### config.mk
export PLATFORM = sky130hd
export DESIGN_NAME = fetch_unit_flat
export DESIGN_NICKNAME = d
export VERILOG_FILES = /design/src/rtl/fetch_unit_if.sv /design/src/rtl/fetch_unit.sv /design/src/flat_wrapper.sv
export SDC_FILE = /design/constraint.sdc
export NUM_CORES = 1
export LEC_CHECK = 0
export CAP_MARGIN = 15
export CORE_MARGIN = 2
export CORE_UTILIZATION = 36
export CTS_CLUSTER_DIAMETER = 30
export DETAILED_ROUTE_END_ITERATION = 16
export PLACE_DENSITY_LB_ADDON = 0.08
export SLEW_MARGIN = 30
export SYNTH_ARGS = -nofsm -noshare
export SYNTH_HDL_FRONTEND = slang
export SYNTH_SLANG_ARGS = --single-unit
### constraint.sdc
create_clock -name clk -period 2.25 [get_ports clk]
set_input_delay 0.5625 -clock clk [delete_from_list [all_inputs] [get_ports clk]]
set_output_delay 0.5625 -clock clk [all_outputs]
set_load 0.02 [all_outputs]
### src/rtl/fetch_unit_if.sv
// Bus between the fetch stage, the instruction ROM and the decoder.
// The master modport is the fetch unit; the slave modport is its environment.
interface fetch_unit_if #(
    parameter int ADDR_W = 4
);
    logic [ADDR_W-1:0] rom_addr;
    logic [31:0]       rom_data;
    logic              stall;
    logic              branch_taken;
    logic [15:0]       branch_imm;
    logic              jump;
    logic [25:0]       jump_index;
    logic [31:0]       instr;
    logic [ADDR_W-1:0] instr_pc;
    logic              instr_valid;
    logic              halted;

    modport master (
        output rom_addr, instr, instr_pc, instr_valid, halted,
        input  rom_data, stall, branch_taken, branch_imm, jump, jump_index
    );

    modport slave (
        input  rom_addr, instr, instr_pc, instr_valid, halted,
        output rom_data, stall, branch_taken, branch_imm, jump, jump_index
    );
endinterface

### src/rtl/fetch_unit.sv
// Instruction-fetch stage: owns the PC, latches ROM words into the IR,
// and handles stall, branch/jump redirect with flush, and SYSCALL halt.
module fetch_unit #(
    parameter int                ADDR_W    = 4,
    parameter logic [ADDR_W-1:0] RESET_PC  = {ADDR_W{1'b0}},
    parameter logic [31:0]       HALT_WORD = 32'h0000000C
) (
    input logic            clk,
    input logic            rst_n,
    fetch_unit_if.master   bus
);
    typedef enum logic [1:0] {
        ST_EMPTY = 2'd0,
        ST_VALID = 2'd1,
        ST_HALT  = 2'd2
    } state_t;

    localparam logic [ADDR_W-1:0] PC_STEP = ADDR_W'(32'd4);

    state_t            state_r, state_n;
    logic [ADDR_W-1:0] pc_r, pc_n;
    logic [31:0]       ir_r, ir_n;
    logic [ADDR_W-1:0] ipc_r, ipc_n;
    logic              valid_r, valid_n;
    logic              halted_r, halted_n;
    logic              redirect_s;
    logic [ADDR_W-1:0] target_s;

    function automatic logic [ADDR_W-1:0] branch_target(
        input logic [ADDR_W-1:0] ipc,
        input logic [15:0]       imm
    );
        return ipc + PC_STEP + ADDR_W'({{14{imm[15]}}, imm, 2'b00});
    endfunction

    // Upper nibble of pc4 only matters when the address space exceeds 28 bits.
    function automatic logic [ADDR_W-1:0] jump_target(
        input logic [ADDR_W-1:0] ipc,
        input logic [25:0]       index
    );
        return ADDR_W'(((32'(ipc) + 32'd4) & 32'hF000_0000) | {4'h0, index, 2'b00});
    endfunction

    assign redirect_s = bus.branch_taken | bus.jump;
    assign target_s   = bus.jump ? jump_target(ipc_r, bus.jump_index)
                                 : branch_target(ipc_r, bus.branch_imm);

    // Next-state and next-register selection: redirect > stall > halt check > fetch.
    always_comb begin
        state_n  = state_r;
        pc_n     = pc_r;
        ir_n     = ir_r;
        ipc_n    = ipc_r;
        valid_n  = valid_r;
        halted_n = halted_r;
        case (state_r)
            ST_EMPTY: begin
                ir_n    = bus.rom_data;
                ipc_n   = pc_r;
                valid_n = 1'b1;
                pc_n    = pc_r + PC_STEP;
                state_n = ST_VALID;
            end
            ST_VALID: begin
                if (redirect_s) begin
                    pc_n    = {target_s[ADDR_W-1:2], 2'b00};
                    ir_n    = 32'h0000_0000;
                    valid_n = 1'b0;
                    state_n = ST_EMPTY;
                end else if (bus.stall) begin
                    state_n = ST_VALID;
                end else if (ir_r == HALT_WORD) begin
                    ir_n     = 32'h0000_0000;
                    valid_n  = 1'b0;
                    halted_n = 1'b1;
                    state_n  = ST_HALT;
                end else begin
                    ir_n    = bus.rom_data;
                    ipc_n   = pc_r;
                    valid_n = 1'b1;
                    pc_n    = pc_r + PC_STEP;
                    state_n = ST_VALID;
                end
            end
            ST_HALT: begin
                ir_n     = 32'h0000_0000;
                valid_n  = 1'b0;
                halted_n = 1'b1;
                state_n  = ST_HALT;
            end
            default: begin
                ir_n     = 32'h0000_0000;
                valid_n  = 1'b0;
                halted_n = 1'b0;
                state_n  = ST_EMPTY;
            end
        endcase
    end

    // State and datapath registers with asynchronous reset.
    always_ff @(posedge clk or negedge rst_n) begin
        if (!rst_n) begin
            state_r  <= ST_EMPTY;
            pc_r     <= RESET_PC;
            ir_r     <= 32'h0000_0000;
            ipc_r    <= {ADDR_W{1'b0}};
            valid_r  <= 1'b0;
            halted_r <= 1'b0;
        end else begin
            state_r  <= state_n;
            pc_r     <= pc_n;
            ir_r     <= ir_n;
            ipc_r    <= ipc_n;
            valid_r  <= valid_n;
            halted_r <= halted_n;
        end
    end

    assign bus.rom_addr    = pc_r;
    assign bus.instr       = ir_r;
    assign bus.instr_pc    = ipc_r;
    assign bus.instr_valid = valid_r;
    assign bus.halted      = halted_r;
endmodule

### src/flat_wrapper.sv
// flat-port wrapper written by rule: the top's interface ports become plain ports
module fetch_unit_flat 
#(
    parameter int                ADDR_W    = 4,
    parameter logic [ADDR_W-1:0] RESET_PC  = {ADDR_W{1'b0}},
    parameter logic [31:0]       HALT_WORD = 32'h0000000C
)
  (clk, rst_n, bus_rom_addr, bus_instr, bus_instr_pc, bus_instr_valid, bus_halted, bus_rom_data, bus_stall, bus_branch_taken, bus_branch_imm, bus_jump, bus_jump_index);
  fetch_unit_if #(.ADDR_W(ADDR_W)) bus_i ();
  input logic clk;
  input logic rst_n;
  output wire logic [$bits(bus_i.rom_addr)-1:0] bus_rom_addr;
  output wire logic [$bits(bus_i.instr)-1:0] bus_instr;
  output wire logic [$bits(bus_i.instr_pc)-1:0] bus_instr_pc;
  output wire logic [$bits(bus_i.instr_valid)-1:0] bus_instr_valid;
  output wire logic [$bits(bus_i.halted)-1:0] bus_halted;
  input wire logic [$bits(bus_i.rom_data)-1:0] bus_rom_data;
  input wire logic [$bits(bus_i.stall)-1:0] bus_stall;
  input wire logic [$bits(bus_i.branch_taken)-1:0] bus_branch_taken;
  input wire logic [$bits(bus_i.branch_imm)-1:0] bus_branch_imm;
  input wire logic [$bits(bus_i.jump)-1:0] bus_jump;
  input wire logic [$bits(bus_i.jump_index)-1:0] bus_jump_index;
  assign bus_rom_addr = bus_i.rom_addr;
  assign bus_instr = bus_i.instr;
  assign bus_instr_pc = bus_i.instr_pc;
  assign bus_instr_valid = bus_i.instr_valid;
  assign bus_halted = bus_i.halted;
  assign bus_i.rom_data = bus_rom_data;
  assign bus_i.stall = bus_stall;
  assign bus_i.branch_taken = bus_branch_taken;
  assign bus_i.branch_imm = bus_branch_imm;
  assign bus_i.jump = bus_jump;
  assign bus_i.jump_index = bus_jump_index;
  fetch_unit #(.ADDR_W(ADDR_W), .RESET_PC(RESET_PC), .HALT_WORD(HALT_WORD)) u_core (.clk(clk), .rst_n(rst_n), .bus(bus_i));
endmodule
==> impl_metrics.json <==
{
  "power_density_nw_per_um2": 1148,
  "synthToLayoutAreaGrowth_pct": 55.08,
  "drcViolationCount": 0,
  "dp_hpwl_um": 3299,
  "placeableCoreArea_um2": 5042,
  "grt_usage_pct": 16.75,
  "cp_data_arrival_time_ns": 2.12,
  "numCtsBuffers": 5,
  "initial_utilization_pct": 36.85,
  "critPathRequiredTime_ns": 2.43,
  "grt_max_degree": 41,
  "wirelength_um": 4654,
  "yosys_register_bits": 40,
  "clock.fmax_mhz": 515.7,
  "min_period_ns": 1.939,
  "yosys.cell_types.count": 31,
  "end_kind": "register",
  "port_buffers": 78,
  "finalCritPeriodShare_pct": 86.18,
  "via_per_inst": 4.714,
  "postCtsSetupRepairBufs": 0,
  "synth_async_sr_flop_share_pct": 100.0,
  "grt_pass1_vias": 1578,
  "num_rows": 26,
  "firstDrtPassIters": 4,
  "drive_above_1_share_pct": 8.711,
  "synth-edff-count": 0,
  "dp_slack_ns": 0.03510,
  "wl_per_cell_um": 13.04,
  "drt_iter0_drc": 72,
  "syn_area_per_cell_um2": 9.198,
  "ctsHoldBuffers": 0,
  "postSynthCellCount": 202,
  "reg2reg_slack_ns": 0.31,
  "grt_pass1_wl_um": 7251,
  "setup_viol_count_final": 0,
  "die_w_um": 75.84,
  "routed-via-count": 1683,
  "critPathKind": "reg -> reg",
  "clock_sinks": 40,
  "setup-tns-final_ns": 0,
  "startpoint_type": "register",
  "antenna_found_initial": 0,
  "status": "finished clean",
  "final_max_slew_viol_count": 0,
  "ys_seq_area_share_pct": 53.87,
  "yosysWarnings": 0,
  "cts_max_path_buffers": 2,
  "grt.overflow.total": 0,
  "diodes": 0,
  "root_buffer": "clkbuf_8",
  "hold_class": "in -> async",
  "peakVddDrop_uv": 477.4,
  "clk_latency_ns": 0.29,
  "syn_area_um2": 1858,
  "final_hold_viol_count": 0,
  "fp.dieH_um": 75.84,
  "synthFlopType": "dfrtp_1",
  "path_clk_slew_ns": 0.08,
  "pin_count": 121,
  "final_cell_mix": "clkdlybuf4s50_1, nand2_1, dfrtp_1, a21oi_1, inv_1",
  "die-area_um2": 5752,
  "finalPower_mw": 3.307,
  "cts_tree": "yes",
  "drv_cap": 0,
  "mostFrequentLayoutCell": "clkdlybuf4s50_1",
  "p_leak_nw": 1.272,
  "antenna_left": 0,
  "yosysTopAreaCellShare_pct": 53.87,
  "fin_cells": 357,
  "rsz0062_at_grt": "false",
  "htree_levels": 2,
  "yosysTopAreaCell": "dfrtp_1",
  "post_cts_resized": 0,
  "crit_fanout": 3,
  "synthTopCellsByArea": "dfrtp_1, nand2_1, a21oi_1",
  "whs_ns": 0.2228,
  "gp_congestion": 0.8232,
  "place_inst": 349,
  "final_nets": 369,
  "clock_skew_ns": 0.004699,
  "layout_setup_ws_ns": 0.3110
}
## cell usage after synthesis, types with 2 or more instances
cell,number
buf_2,3
a22o_1,3
clkbuf_1,3
nor4_1,6
inv_1,8
a21oi_1,31
nor2_1,8
nand2_1,63
nor4b_2,2
o21ai_0,3
nand4_1,2
nand3_1,2
dfrtp_1,40
buf_4,7
ha_1,4
mux2_2,2
## final cells by class
class	count	area (µm²)
Multi-Input combinational cell	144	768.2
Tap cell	70	87.58
Clock inverter	1	30.03
Clock buffer	7	96.34
Inverter	8	30.03
Fill cell	452	2161
Timing Repair Buffer	87	868.3
Sequential cell	40	1001
## state kept, by name, indices dropped and copies added, names as in the netlist
register and cells:
u_core.bus.halted 1, u_core.bus.instr 32, u_core.bus.instr_pc 2, u_core.bus.instr_valid 1
u_core.bus.rom_addr 2, u_core.state_r 2
## through the flow
step / utilization [%] / instance area, µm²
after floorplan: - / 1869
after global placement: 54.52 / 2749
after detailed placement: 54.52 / 2749
after CTS: 57.02 / 2875
after global routing: 57.15 / 2882
final: 57.15 / 2882
## path summary, 6_finish.rpt
check                                           from                endpoint  cells after the start
worst max-delay path            u_core.bus.instr[18]       u_core.bus.halted                      6
worst min-delay path                           rst_n  u_core.bus.rom_addr[2]                      2
worst min register to register     u_core.bus.halted       u_core.bus.halted                      1
min in group clk                   u_core.bus.halted       u_core.bus.halted                      1
max in group asynchronous                      rst_n    u_core.bus.instr[25]                      2
worst max register to register  u_core.bus.instr[18]       u_core.bus.halted                      6
## worst max-delay path: stages (launching register included)
cell	delay, ns
dfrtp_1	0.40
nor4_1	0.43
nand4_1	0.24
nor3_2	0.20
buf_4	0.15
o211ai_1	0.09
mux2_1	0.32
## routing by layer
metal	up-vias	part of all wire, %	track usage, %
met5	-	0	0
met4	0	1.7	6.238
met3	8	6.6	4.365
met2	60	46	25.67
met1	775	46	22.84
li1	840	-	-
## cells by family after synthesis
logic type               Yosys count  share of synthesized area, %
AO/OA/AOI/OAI                     45                         14.01
XOR/XNOR                           2                        0.9429
adder cells (fa/ha/maj)            4                         2.694
buffers and inverters             21                         5.858
flip-flops                        40                         53.87
multiplexers                       4                         2.357
other                              1                        0.2018
AND/OR/NAND/NOR                   85                         20.07
## power by group
part	total (mW)	internal, mW	switching (mW)
clock network	0.635	0.391	0.243
logic	1.51	0.728	0.783
registers	1.16	0.963	0.197
Power figures use the tool's default switching activity.
